[src/rtl/seg7_mux_driver.sv]
// Two-digit hex seven-segment scan driver with double-buffered updates.
// New values are committed only on frame boundaries (entries into DIG0).
module seg7_mux_driver #(
    parameter int   REFRESH_DIV    = 5000,
    parameter logic ACTIVE_LOW_SEG = 1'b0
) (
    input  logic       clk,
    input  logic       rst_n,
    input  logic       en,
    input  logic       load,
    input  logic [7:0] value,
    input  logic       dp_in,
    input  logic       blank_lz,
    output logic [6:0] seg,
    output logic       dp,
    output logic [1:0] dig_sel,
    output logic       upd_done
);

    localparam logic [1:0] S_OFF  = 2'd0;
    localparam logic [1:0] S_DIG0 = 2'd1;
    localparam logic [1:0] S_DIG1 = 2'd2;

    localparam logic [15:0] CNT_LAST = 16'(REFRESH_DIV - 1);
    localparam logic [6:0]  SEG_OFF  = ACTIVE_LOW_SEG ? 7'h7F : 7'h00;
    localparam logic        DP_OFF   = ACTIVE_LOW_SEG;

    logic [1:0]  state, state_nxt;
    logic [15:0] cnt, cnt_nxt;
    logic        cnt_last;

    logic [7:0]  disp_val, disp_val_nxt;
    logic        disp_dp, disp_dp_nxt;
    logic        disp_blz, disp_blz_nxt;

    logic [7:0]  pend_val;
    logic        pend_dp;
    logic        pend_blz;
    logic        pend_valid;

    logic        frame_start;
    logic        commit;

    logic [3:0]  nibble;
    logic [6:0]  font_seg;
    logic [6:0]  seg_raw;
    logic        dp_raw;
    logic [1:0]  dig_sel_nxt;

    assign cnt_last = (cnt == CNT_LAST);

    always_comb begin
        state_nxt = state;
        cnt_nxt   = cnt;
        if (!en) begin
            state_nxt = S_OFF;
            cnt_nxt   = '0;
        end else begin
            case (state)
                S_OFF: begin
                    state_nxt = S_DIG0;
                    cnt_nxt   = '0;
                end
                S_DIG0: begin
                    if (cnt_last) begin
                        state_nxt = S_DIG1;
                        cnt_nxt   = '0;
                    end else begin
                        cnt_nxt = cnt + 16'd1;
                    end
                end
                S_DIG1: begin
                    if (cnt_last) begin
                        state_nxt = S_DIG0;
                        cnt_nxt   = '0;
                    end else begin
                        cnt_nxt = cnt + 16'd1;
                    end
                end
                default: begin
                    state_nxt = S_OFF;
                    cnt_nxt   = '0;
                end
            endcase
        end
    end

    // Any edge that moves into DIG0 starts a new frame.
    assign frame_start = (state_nxt == S_DIG0) && (state != S_DIG0);
    assign commit      = frame_start && (pend_valid || load);

    always_comb begin
        disp_val_nxt = disp_val;
        disp_dp_nxt  = disp_dp;
        disp_blz_nxt = disp_blz;
        if (commit) begin
            if (load) begin
                disp_val_nxt = value;
                disp_dp_nxt  = dp_in;
                disp_blz_nxt = blank_lz;
            end else begin
                disp_val_nxt = pend_val;
                disp_dp_nxt  = pend_dp;
                disp_blz_nxt = pend_blz;
            end
        end
    end

    assign nibble = (state_nxt == S_DIG1) ? disp_val_nxt[7:4] : disp_val_nxt[3:0];

    always_comb begin
        case (nibble)
            4'h0:    font_seg = 7'h3F;
            4'h1:    font_seg = 7'h06;
            4'h2:    font_seg = 7'h5B;
            4'h3:    font_seg = 7'h4F;
            4'h4:    font_seg = 7'h66;
            4'h5:    font_seg = 7'h6D;
            4'h6:    font_seg = 7'h7D;
            4'h7:    font_seg = 7'h07;
            4'h8:    font_seg = 7'h7F;
            4'h9:    font_seg = 7'h6F;
            4'hA:    font_seg = 7'h77;
            4'hB:    font_seg = 7'h7C;
            4'hC:    font_seg = 7'h39;
            4'hD:    font_seg = 7'h5E;
            4'hE:    font_seg = 7'h79;
            default: font_seg = 7'h71;
        endcase
    end

    // Outputs are decoded from next-state values so they register on the same edge as the FSM.
    always_comb begin
        seg_raw     = 7'h00;
        dp_raw      = 1'b0;
        dig_sel_nxt = 2'b00;
        case (state_nxt)
            S_DIG0: begin
                dig_sel_nxt = 2'b01;
                seg_raw     = font_seg;
                dp_raw      = disp_dp_nxt;
            end
            S_DIG1: begin
                dig_sel_nxt = 2'b10;
                seg_raw     = (disp_blz_nxt && (disp_val_nxt[7:4] == 4'h0)) ? 7'h00 : font_seg;
            end
            default: begin
                dig_sel_nxt = 2'b00;
            end
        endcase
    end

    always_ff @(posedge clk or negedge rst_n) begin
        if (!rst_n) begin
            state <= S_OFF;
            cnt   <= '0;
        end else begin
            state <= state_nxt;
            cnt   <= cnt_nxt;
        end
    end

    always_ff @(posedge clk or negedge rst_n) begin
        if (!rst_n) begin
            pend_val   <= '0;
            pend_dp    <= 1'b0;
            pend_blz   <= 1'b0;
            pend_valid <= 1'b0;
        end else if (commit) begin
            pend_valid <= 1'b0;
        end else if (load) begin
            pend_val   <= value;
            pend_dp    <= dp_in;
            pend_blz   <= blank_lz;
            pend_valid <= 1'b1;
        end
    end

    always_ff @(posedge clk or negedge rst_n) begin
        if (!rst_n) begin
            disp_val <= '0;
            disp_dp  <= 1'b0;
            disp_blz <= 1'b0;
            upd_done <= 1'b0;
        end else begin
            disp_val <= disp_val_nxt;
            disp_dp  <= disp_dp_nxt;
            disp_blz <= disp_blz_nxt;
            upd_done <= commit;
        end
    end

    always_ff @(posedge clk or negedge rst_n) begin
        if (!rst_n) begin
            seg     <= SEG_OFF;
            dp      <= DP_OFF;
            dig_sel <= 2'b00;
        end else begin
            seg     <= ACTIVE_LOW_SEG ? ~seg_raw : seg_raw;
            dp      <= ACTIVE_LOW_SEG ? ~dp_raw : dp_raw;
            dig_sel <= dig_sel_nxt;
        end
    end

endmodule

[config.mk]
export PLATFORM = sky130hd
export DESIGN_NAME = seg7_mux_driver
export DESIGN_NICKNAME = d
export VERILOG_FILES = /design/src/rtl/seg7_mux_driver.sv
export SDC_FILE = /design/constraint.sdc
export NUM_CORES = 1
export LEC_CHECK = 0
export ABC_AREA = 1
export CAP_MARGIN = 20
export CORE_MARGIN = 2
export CORE_UTILIZATION = 46
export DETAILED_ROUTE_END_ITERATION = 10
export HOLD_SLACK_MARGIN = 0.15
export PLACE_DENSITY = 0.68
export SYNTH_ARGS = -nofsm -noshare
export SYNTH_HDL_FRONTEND = slang
export SYNTH_SLANG_ARGS = --single-unit
[constraint.sdc]
create_clock -name clk -period 2.4 [get_ports clk]
set_input_delay 0.24 -clock clk [delete_from_list [all_inputs] [get_ports clk]]
set_output_delay 0.24 -clock clk [all_outputs]
set_load 0.01 [all_outputs]
==> results by group, run 1 <==
Route
  – Vias per inst: 5.04
  – DRT Pass-1 Iters: 6
  – WL/cell: 13.9 um
  – Vias: 2612
  – Total wire length: 7.19 mm
  – Post-route ant nets: 0
  – 1st-iter DRT viols: 131
  – DRC: 0

Synth
  – Cells after Synth: 364
  – Synthesized cell area: 0.00283 mm^2
  – Post-synth cell types: 33
  – Dominant cells by area after synthesis: dfrtp_1 44%, nand2_1 13%, inv_1 6.1%, nand3_1 6.0%, ha_1 5.3%
  – Synthesized area per cell: 7.78 um^2
  – Register area share after synthesis: 0.442
  – Post-synthesis net count: 390
  – Yosys warnings: 0
  – Synth top area share: 0.442
  – Yosys top cell by area: dfrtp_1
  – Synthesized flop and latch total: 50

Cells and area
  – Area occupied by multi-input gates: 0.00165 mm^2
  – FF+latch area: 0.00125 mm^2
  – P&R area growth vs syn: 39.5%
  – Layout cells sized above 1: 0.325
  – N_diodes: 0
  – Fin cells: 518
  – Fill count: 491
  – Post-route cell area: 0.00395 mm^2
  – Final net count: 468

Place
  – DPL Wire Length: 4.83 mm
  – GPL Wtd Cong: 0.843
  – Post-Place Setup Slack: -0.295 ns
  – DP Cell Count: 492
  – Placed cell area: 0.00348 mm^2
  – Port Buffers: 24

Clock tree
  – CTS Buf Count: 5
  – CTS tree: yes
  – Longest Clk Path Bufs: 2
  – Worst-path clk slew: 0.09 ns
  – Clock Latency Late Sink: 0.30 ns
  – Clock sink count: 50
  – Number of H-tree levels: 2
  – CTS Root Cell: clkbuf_8

Setup path
  – Crit Path Category: register to register
  – RR Startpoint: cnt[0]
  – Worst R2R Setup Slack: -0.17 ns
  – CP Data Arrival Time: 2.81 ns
  – Critical path required time: 2.64 ns
  – CP endpoint kind: register
  – Worst R2R Path Depth: 17
  – Reg-to-reg endpoint: seg[0]
  – CP max FO: 6
  – Worst Setup Start Kind: register

Pwr
  – Leakage: 1.91 nW
  – P per Cell Area: 534 mW/mm^2
  – Max IR drop VDD: 0.416 mV

Floorplan
  – Initial Utilization: 0.478
  – Total core area: 0.00592 mm^2
  – Die area: 0.00680 mm^2
  – Die width: 82.5 um
  – Vertical die dimension: 82.5 um
  – IO Count: 25
  – Row cnt: 28

Timing
  – Crit share post-route: 1.07
  – Final setup fails: 7
  – RSZ-0062 raised after global routing: true
  – Minimum clock period: 2.57 ns
  – Fmax: 389 MHz
  – Final WS setup: -0.168 ns
  – Min Hold Slack: 0.399 ns
  – Final hold violations: 0
  – Final Slew Violations: 0
  – Slew margin rel.: 0.650
  – Slew @ Worst Pin: 0.523 ns
  – Final Skew: 0.00429 ns

GRT
  – Initial antenna violation count: 0
  – Largest net degree at the start of global routing: 20
  – Vias in the first global route: 2714
  – Overall routing resource usage: 0.233
  – First-pass GRT wire length: 12.1 mm
  – Gr ovfl total: 0

Run status
  – Run status: finished with violations
  – Failing checks: setup timing

Worst hold path
  – Hold Crit Class: input port to async pin

Run
  – Max-cap violations: 0
-- state kept, by name, indices dropped and copies added, names as in the netlist --
name        flops
dig_sel         2
upd_done        1
disp_blz        1
seg             7
pend_val        8
pend_dp         1
dp              1
state           2
cnt            16
disp_dp         1
pend_valid      1
disp_val        8
pend_blz        1
-- how the worst max path moves through the flow --
stage / start / end / slack [ns] / depth (start not counted)
after floorplan: cnt[13] / seg[3] / -0.02 / 20
after global placement: cnt[15] / seg[3] / -0.19 / 21
after CTS: cnt[14] / seg[5] / -0.09 / 21
after global routing: cnt[0] / seg[3] / -0.35 / 18
final: cnt[0] / seg[0] / -0.17 / 17
after detailed placement: cnt[15] / seg[6] / -0.30 / 21
-- metal layers --
layer	wire [um]	GRT usage
met1	2910	0.270
met2	3980	0.439
met3	170	0.0283
met4	127	0.0817
met5	0	0
-- cell usage in the layout, fill, tap and decap left out, types with 3 or more instances in the layout --
cell type,netlist,layout
o21ai_0,14,13
inv_4,1,5
a21oi_1,6,5
nor3_1,13,13
buf_4,0,48
nand2_2,8,19
a31oi_1,3,3
nor2_2,4,4
nor2_1,35,34
nand2_4,6,15
nand3_4,1,5
ha_4,0,7
nand3_1,34,22
nand2_1,101,83
buf_6,3,3
inv_2,3,5
ha_1,12,4
clkbuf_8,0,6
dfrtp_1,50,50
nand3_2,1,9
nand4_1,3,3
clkdlybuf4s50_1,0,23
inv_1,46,39
nor2_4,1,3
o21ai_2,2,3
-- layout make-up --
cell class | instances | share of cell area
clock buffer | 6 | 0.0209
clock inverter | 2 | 0.00317
inverter | 50 | 0.0516
multi-input combinational | 258 | 0.417
sequential | 50 | 0.317
tap | 75 | 0.0237
timing repair buffer | 77 | 0.167
-- through the flow --
step / utilization / total power, mW / TNS [ns]
floorplan: - / 1.29 / -0.0672
global placement: 0.588 / 1.46 / -1.11
detailed placement: 0.588 / 1.47 / -1.74
CTS: 0.649 / 2.08 / -0.526
global route: 0.667 / 2.22 / -2.25
finish: 0.667 / 2.11 / -0.884
-- critical path, stage by stage, from the launching register on --
cell        delay (ns)
dfrtp_1           0.42
ha_4              0.18
nand2_1           0.08
inv_1             0.06
nand4_1           0.13
nand2_1           0.10
buf_4             0.15
a21oi_4           0.17
ha_4              0.18
clkinvlp_4        0.16
nand3_1           0.13
nand2_2           0.12
ha_4              0.20
inv_4             0.06
nand3_2           0.08
nand3_1           0.09
nand2_1           0.07
nor2_1            0.09
-- logic make-up after synthesis --
kind of cell	after synthesis	synth area share
AOI/OAI and AO/OA	28	0.0548
buffers and inverters	59	0.0924
and+or+nand+nor	214	0.355
adders and majority gates	12	0.0530
xor gates and xnor gates	1	0.00309
DFF	50	0.442
-- Yosys cell counts --
master	number
and2_1	1
nor3b_1	1
ha_1	12
nor2_1	35
o21ai_2	2
nand2_2	8
nand3_4	1
buf_8	1
xor2_1	1
nor2_8	1
o21ai_0	14
buf_2	3
buf_6	3
and3_1	1
nor2_2	4
nor3_1	13
dfrtp_1	50
a21oi_1	6
nand3_2	1
a31o_2	1
clkbuf_1	2
inv_2	3
a31oi_1	3
nor2_4	1
nand4_1	3
nor4_1	2
inv_1	46
or2_2	1
nand2_4	6
inv_4	1
nand2_1	101
nand3_1	34
o21ai_1	2
-- where the power goes --
part	switching, mW	internal [mW]	total (mW)
clock network	0.293	0.232	0.525
registers	0.0360	0.916	0.952
logic	0.361	0.274	0.635
total	0.689	1.42	2.11
-- timing repair --
action,4_1_cts,5_1_grt
hold buffers,1,0
hold endpoints to repair,17,0
endpoints found under the setup margin,9,10
buffers inserted,9,5
gates cloned,3,0
pin swaps,35,4
resized for setup,42,14
Note: power is estimated with default switching activity, not from simulation.
==> run 2: changes to the inputs <==
--- a/config.mk
+++ b/config.mk
@@ -6,7 +6,6 @@
 export NUM_CORES = 1
 export LEC_CHECK = 0
 export ABC_AREA = 1
-export CAP_MARGIN = 20
 export CORE_MARGIN = 2
 export CORE_UTILIZATION = 46
 export DETAILED_ROUTE_END_ITERATION = 10
==> results of run 2 <==
Same layout as run 1: the final DEF is identical, and so are final timing and power.
==> run 3: changes to the inputs <==
--- a/config.mk
+++ b/config.mk
@@ -6,11 +6,13 @@
 export NUM_CORES = 1
 export LEC_CHECK = 0
 export ABC_AREA = 1
+export CELL_PAD_IN_SITES_DETAIL_PLACEMENT = 1
+export CELL_PAD_IN_SITES_GLOBAL_PLACEMENT = 1
 export CORE_MARGIN = 2
-export CORE_UTILIZATION = 46
+export CORE_UTILIZATION = 39
 export DETAILED_ROUTE_END_ITERATION = 10
 export HOLD_SLACK_MARGIN = 0.15
-export PLACE_DENSITY = 0.68
+export PLACE_DENSITY_LB_ADDON = 0.1
 export SYNTH_ARGS = -nofsm -noshare
 export SYNTH_HDL_FRONTEND = slang
 export SYNTH_SLANG_ARGS = --single-unit
==> run 3 against run 2 <==
The run still ends with setup timing left. Total power increased by 9.9%. Utilization is 7.3 points lower. Sequential share of layout area is 2.2 points lower. Non-clock buffer count grew 7. Routed wire length is 34% higher. First-iteration DRC count decreased by 54%. Global-route usage decreased by 0.26 points. Final cell count up 5.8%. Largest power group unchanged. Clock power grew 4.0%.
==> results by group, run 3 (synthesis gave the netlist of run 1 again) <==
Setup path
  – Worst R2R Path Depth: 21 (+4)
  – RR Startpoint: cnt[15]
  – Worst Setup Start Kind: register
  – Critical path required time: 2.62 ns (-0.02 ns)
  – CP endpoint kind: register
  – CP max FO: 4 (-2)
  – CP cell instances: inv_2 -> nand4_1 -> nor4_2 -> nand2_1 -> nand2_1 -> nand3_2 -> inv_2 -> ha_4 -> inv_4 -> nor2_4 -> buf_6 -> nand2_4 -> nand2_1 -> nand3_2 -> nand2_4 -> ha_4 -> inv_2 -> nand3_2 -> nand3_1 -> nand2_2 -> nor2_2
  – Crit Path Category: register to register
  – CP startpoint: cnt[15]
  – CP max stage delay: 0.40 ns (-0.02 ns)
  – CP endpoint: seg[0]
  – CP Data Arrival Time: 3.04 ns (+0.23 ns)
  – Worst path slowest cell: dfrtp_1
  – Reg-to-reg endpoint: seg[0]
  – Worst R2R Setup Slack: -0.43 ns (-0.26 ns)

Floorplan
  – Die width: 89.2 um (+8.2%)
  – Die area: 0.00796 mm^2 (+17%)
  – Vertical die dimension: 89.2 um (+8.2%)
  – Initial Utilization: 0.397 (-0.0815)
  – Row cnt: 31 (+11%)
  – Total core area: 0.00714 mm^2 (+21%)
  – IO Count: 25 (unchanged)

Place
  – DPL Wire Length: 5.57 mm (+15%)
  – GPL Wtd Cong: 0.831 (-1.4%)
  – Post-Place Setup Slack: -0.384 ns (-0.0885 ns)
  – Port Buffers: 24 (unchanged)
  – DP Cell Count: 515 (+4.7%)
  – Placed cell area: 0.00350 mm^2 (+0.65%)

Clock tree
  – Longest Clk Path Bufs: 2 (unchanged)
  – CTS Buf Count: 5 (unchanged)
  – CTS Root Cell: clkbuf_8
  – CTS tree: yes
  – Clock Latency Late Sink: 0.32 ns (+0.02 ns)
  – Number of H-tree levels: 2 (unchanged)
  – Worst-path clk slew: 0.10 ns (about the same)
  – Clock sink count: 50 (unchanged)

GRT
  – Largest net degree at the start of global routing: 26 (+30%)
  – Overall routing resource usage: 0.231 (-0.00259)
  – Gr ovfl total: 0 (unchanged)
  – First-pass GRT wire length: 14.0 mm (+16%)
  – Initial antenna violation count: 0 (unchanged)
  – Vias in the first global route: 2968 (+9.4%)

Timing
  – Fmax: 353 MHz (-9.2%)
  – Final WS setup: -0.429 ns (-0.261 ns)
  – Final Slew Violations: 0 (unchanged)
  – Slew @ Worst Pin: 0.616 ns (+0.0929 ns)
  – Final setup fails: 7 (unchanged)
  – Final hold violations: 0 (unchanged)
  – Final Skew: 0.00738 ns (+0.00309 ns)
  – Slew margin rel.: 0.589 (-0.0611)
  – Minimum clock period: 2.83 ns (+0.261 ns)
  – Crit share post-route: 1.18 (+0.109)
  – RSZ-0062 raised after global routing: true

Pwr
  – P per Cell Area: 547 mW/mm^2 (+2.3%)
  – Power share of the sequential group: 0.413 (-0.038)
  – Leakage: 1.99 nW (+4.1%)
  – Sw Ratio: 0.357 (+0.0305)
  – Pint: 1.49 mW (+4.9%)
  – Switching pwr: 0.828 mW (+20%)
  – Logic pwr share: 0.352 (+0.051)
  – Clk pwr share: 0.235 (-0.014)
  – Max IR drop VDD: 0.383 mV (-7.8%)
  – Overall Power: 2.32 mW (+9.9%)

Route
  – Vias per inst: 5.03 (-0.19%)
  – DRT Pass-1 Iters: 4 (-2)
  – Vias: 2758 (+5.6%)
  – WL/cell: 17.6 um (+27%)
  – 1st-iter DRT viols: 60 (-54%)
  – DRC: 0 (unchanged)
  – Post-route ant nets: 0 (unchanged)
  – Total wire length: 9.66 mm (+34%)

Cells and area
  – Most frequent cells in the layout: 67 x nand2_1, 50 x dfrtp_1, 44 x buf_4
  – Max reg flops: 16 (unchanged)
  – Area occupied by multi-input gates: 0.00182 mm^2 (+10%)
  – Most common cell after layout, fill and taps aside: nand2_1
  – N_diodes: 0 (unchanged)
  – Fill count: 848 (+73%)
  – Layout cells sized above 1: 0.399 (+0.0736)
  – Final net count: 474 (+1.3%)
  – Largest register by flop count: cnt
  – P&R area growth vs syn: 49.8%
  – Biggest regs: cnt x16, disp_val x8, pend_val x8
  – Fin cells: 548 (+5.8%)
  – FF+latch area: 0.00125 mm^2 (unchanged)
  – Post-route cell area: 0.00424 mm^2 (+7.4%)

Run
  – Max-cap violations: 0 (unchanged)

Run status
  – Failing checks: setup timing
  – Run status: finished with violations

Worst hold path
  – Hold Crit Class: input port to async pin
run 3: how the worst min path moves through the flow:
stage / depth (start not counted) / from / slack [ns] / endpoint
floorplan: 0 / rst_n / -0.06 / cnt[0]
global placement: 1 / rst_n / 0.28 / pend_val[6]
detailed placement: 1 / rst_n / 0.29 / pend_dp
CTS: 2 / rst_n / 0.49 / pend_dp
global route: 2 / rst_n / 0.52 / pend_dp
finish: 2 / rst_n / 0.46 / pend_dp
run 3: worst max-delay path: cells and delay by family (launching register included):
family,cells,cell delay [ns]
adders and majority gates,2,0.34
and+or+nand+nor,14,1.60
DFF,1,0.40
buffers and inverters,5,0.38
run 3: cell type report:
cell class | count | area share
flip-flops and latches | 50 | 0.295
well taps | 99 | 0.0292
repair buffers | 84 | 0.180
clock buffers | 6 | 0.0195
inverters | 50 | 0.0460
multi-input cells | 257 | 0.428
clock inverters | 2 | 0.00295
run 3: metal layers:
layer | wire length [um] | part of all wire | global-route usage | vias to the layer above
met1 | 3840 | 0.40 | 0.263 | 1366
met4 | 313 | 0.032 | 0.0814 | 0
met2 | 5260 | 0.54 | 0.440 | 53
li1 | - | - | - | 1313
met5 | 0 | 0 | 0 | -
met3 | 245 | 0.025 | 0.0268 | 26
run 3: power groups by stage:
| stage | clock, mW | sequential [mW] | combinational [mW] |
|---|---|---|---|
| after floorplan | 0 | 0.964 | 0.323 |
| after global placement | 0 | 0.958 | 0.504 |
| after detailed placement | 0 | 0.963 | 0.518 |
| after CTS | 0.554 | 0.951 | 0.640 |
| after global routing | 0.593 | 0.965 | 0.876 |
| final | 0.546 | 0.957 | 0.816 |
run 3: what timing repair did:
| item | CTS | global route |
|---|---|---|
| resized for setup | 59 | 56 |
| hold endpoints to repair | 23 | 0 |
| pin swaps | 48 | 28 |
| hold buffers | 1 | 0 |
| setup endpoints to repair | 7 | 15 |
| setup buffers | 17 | 9 |
| cloned | 2 | 0 |
run 3: per-stage QoR:
stage / utilization / hold slack, ns / setup TNS, ns
finish: 0.594 / 0.456 / -2.62
CTS: 0.560 / 0.487 / -1.08
global placement: 0.491 / 0.284 / -1.52
global route: 0.594 / 0.516 / -4.76
floorplan: - / -0.0556 / -0.0672
detailed placement: 0.491 / 0.291 / -2.26
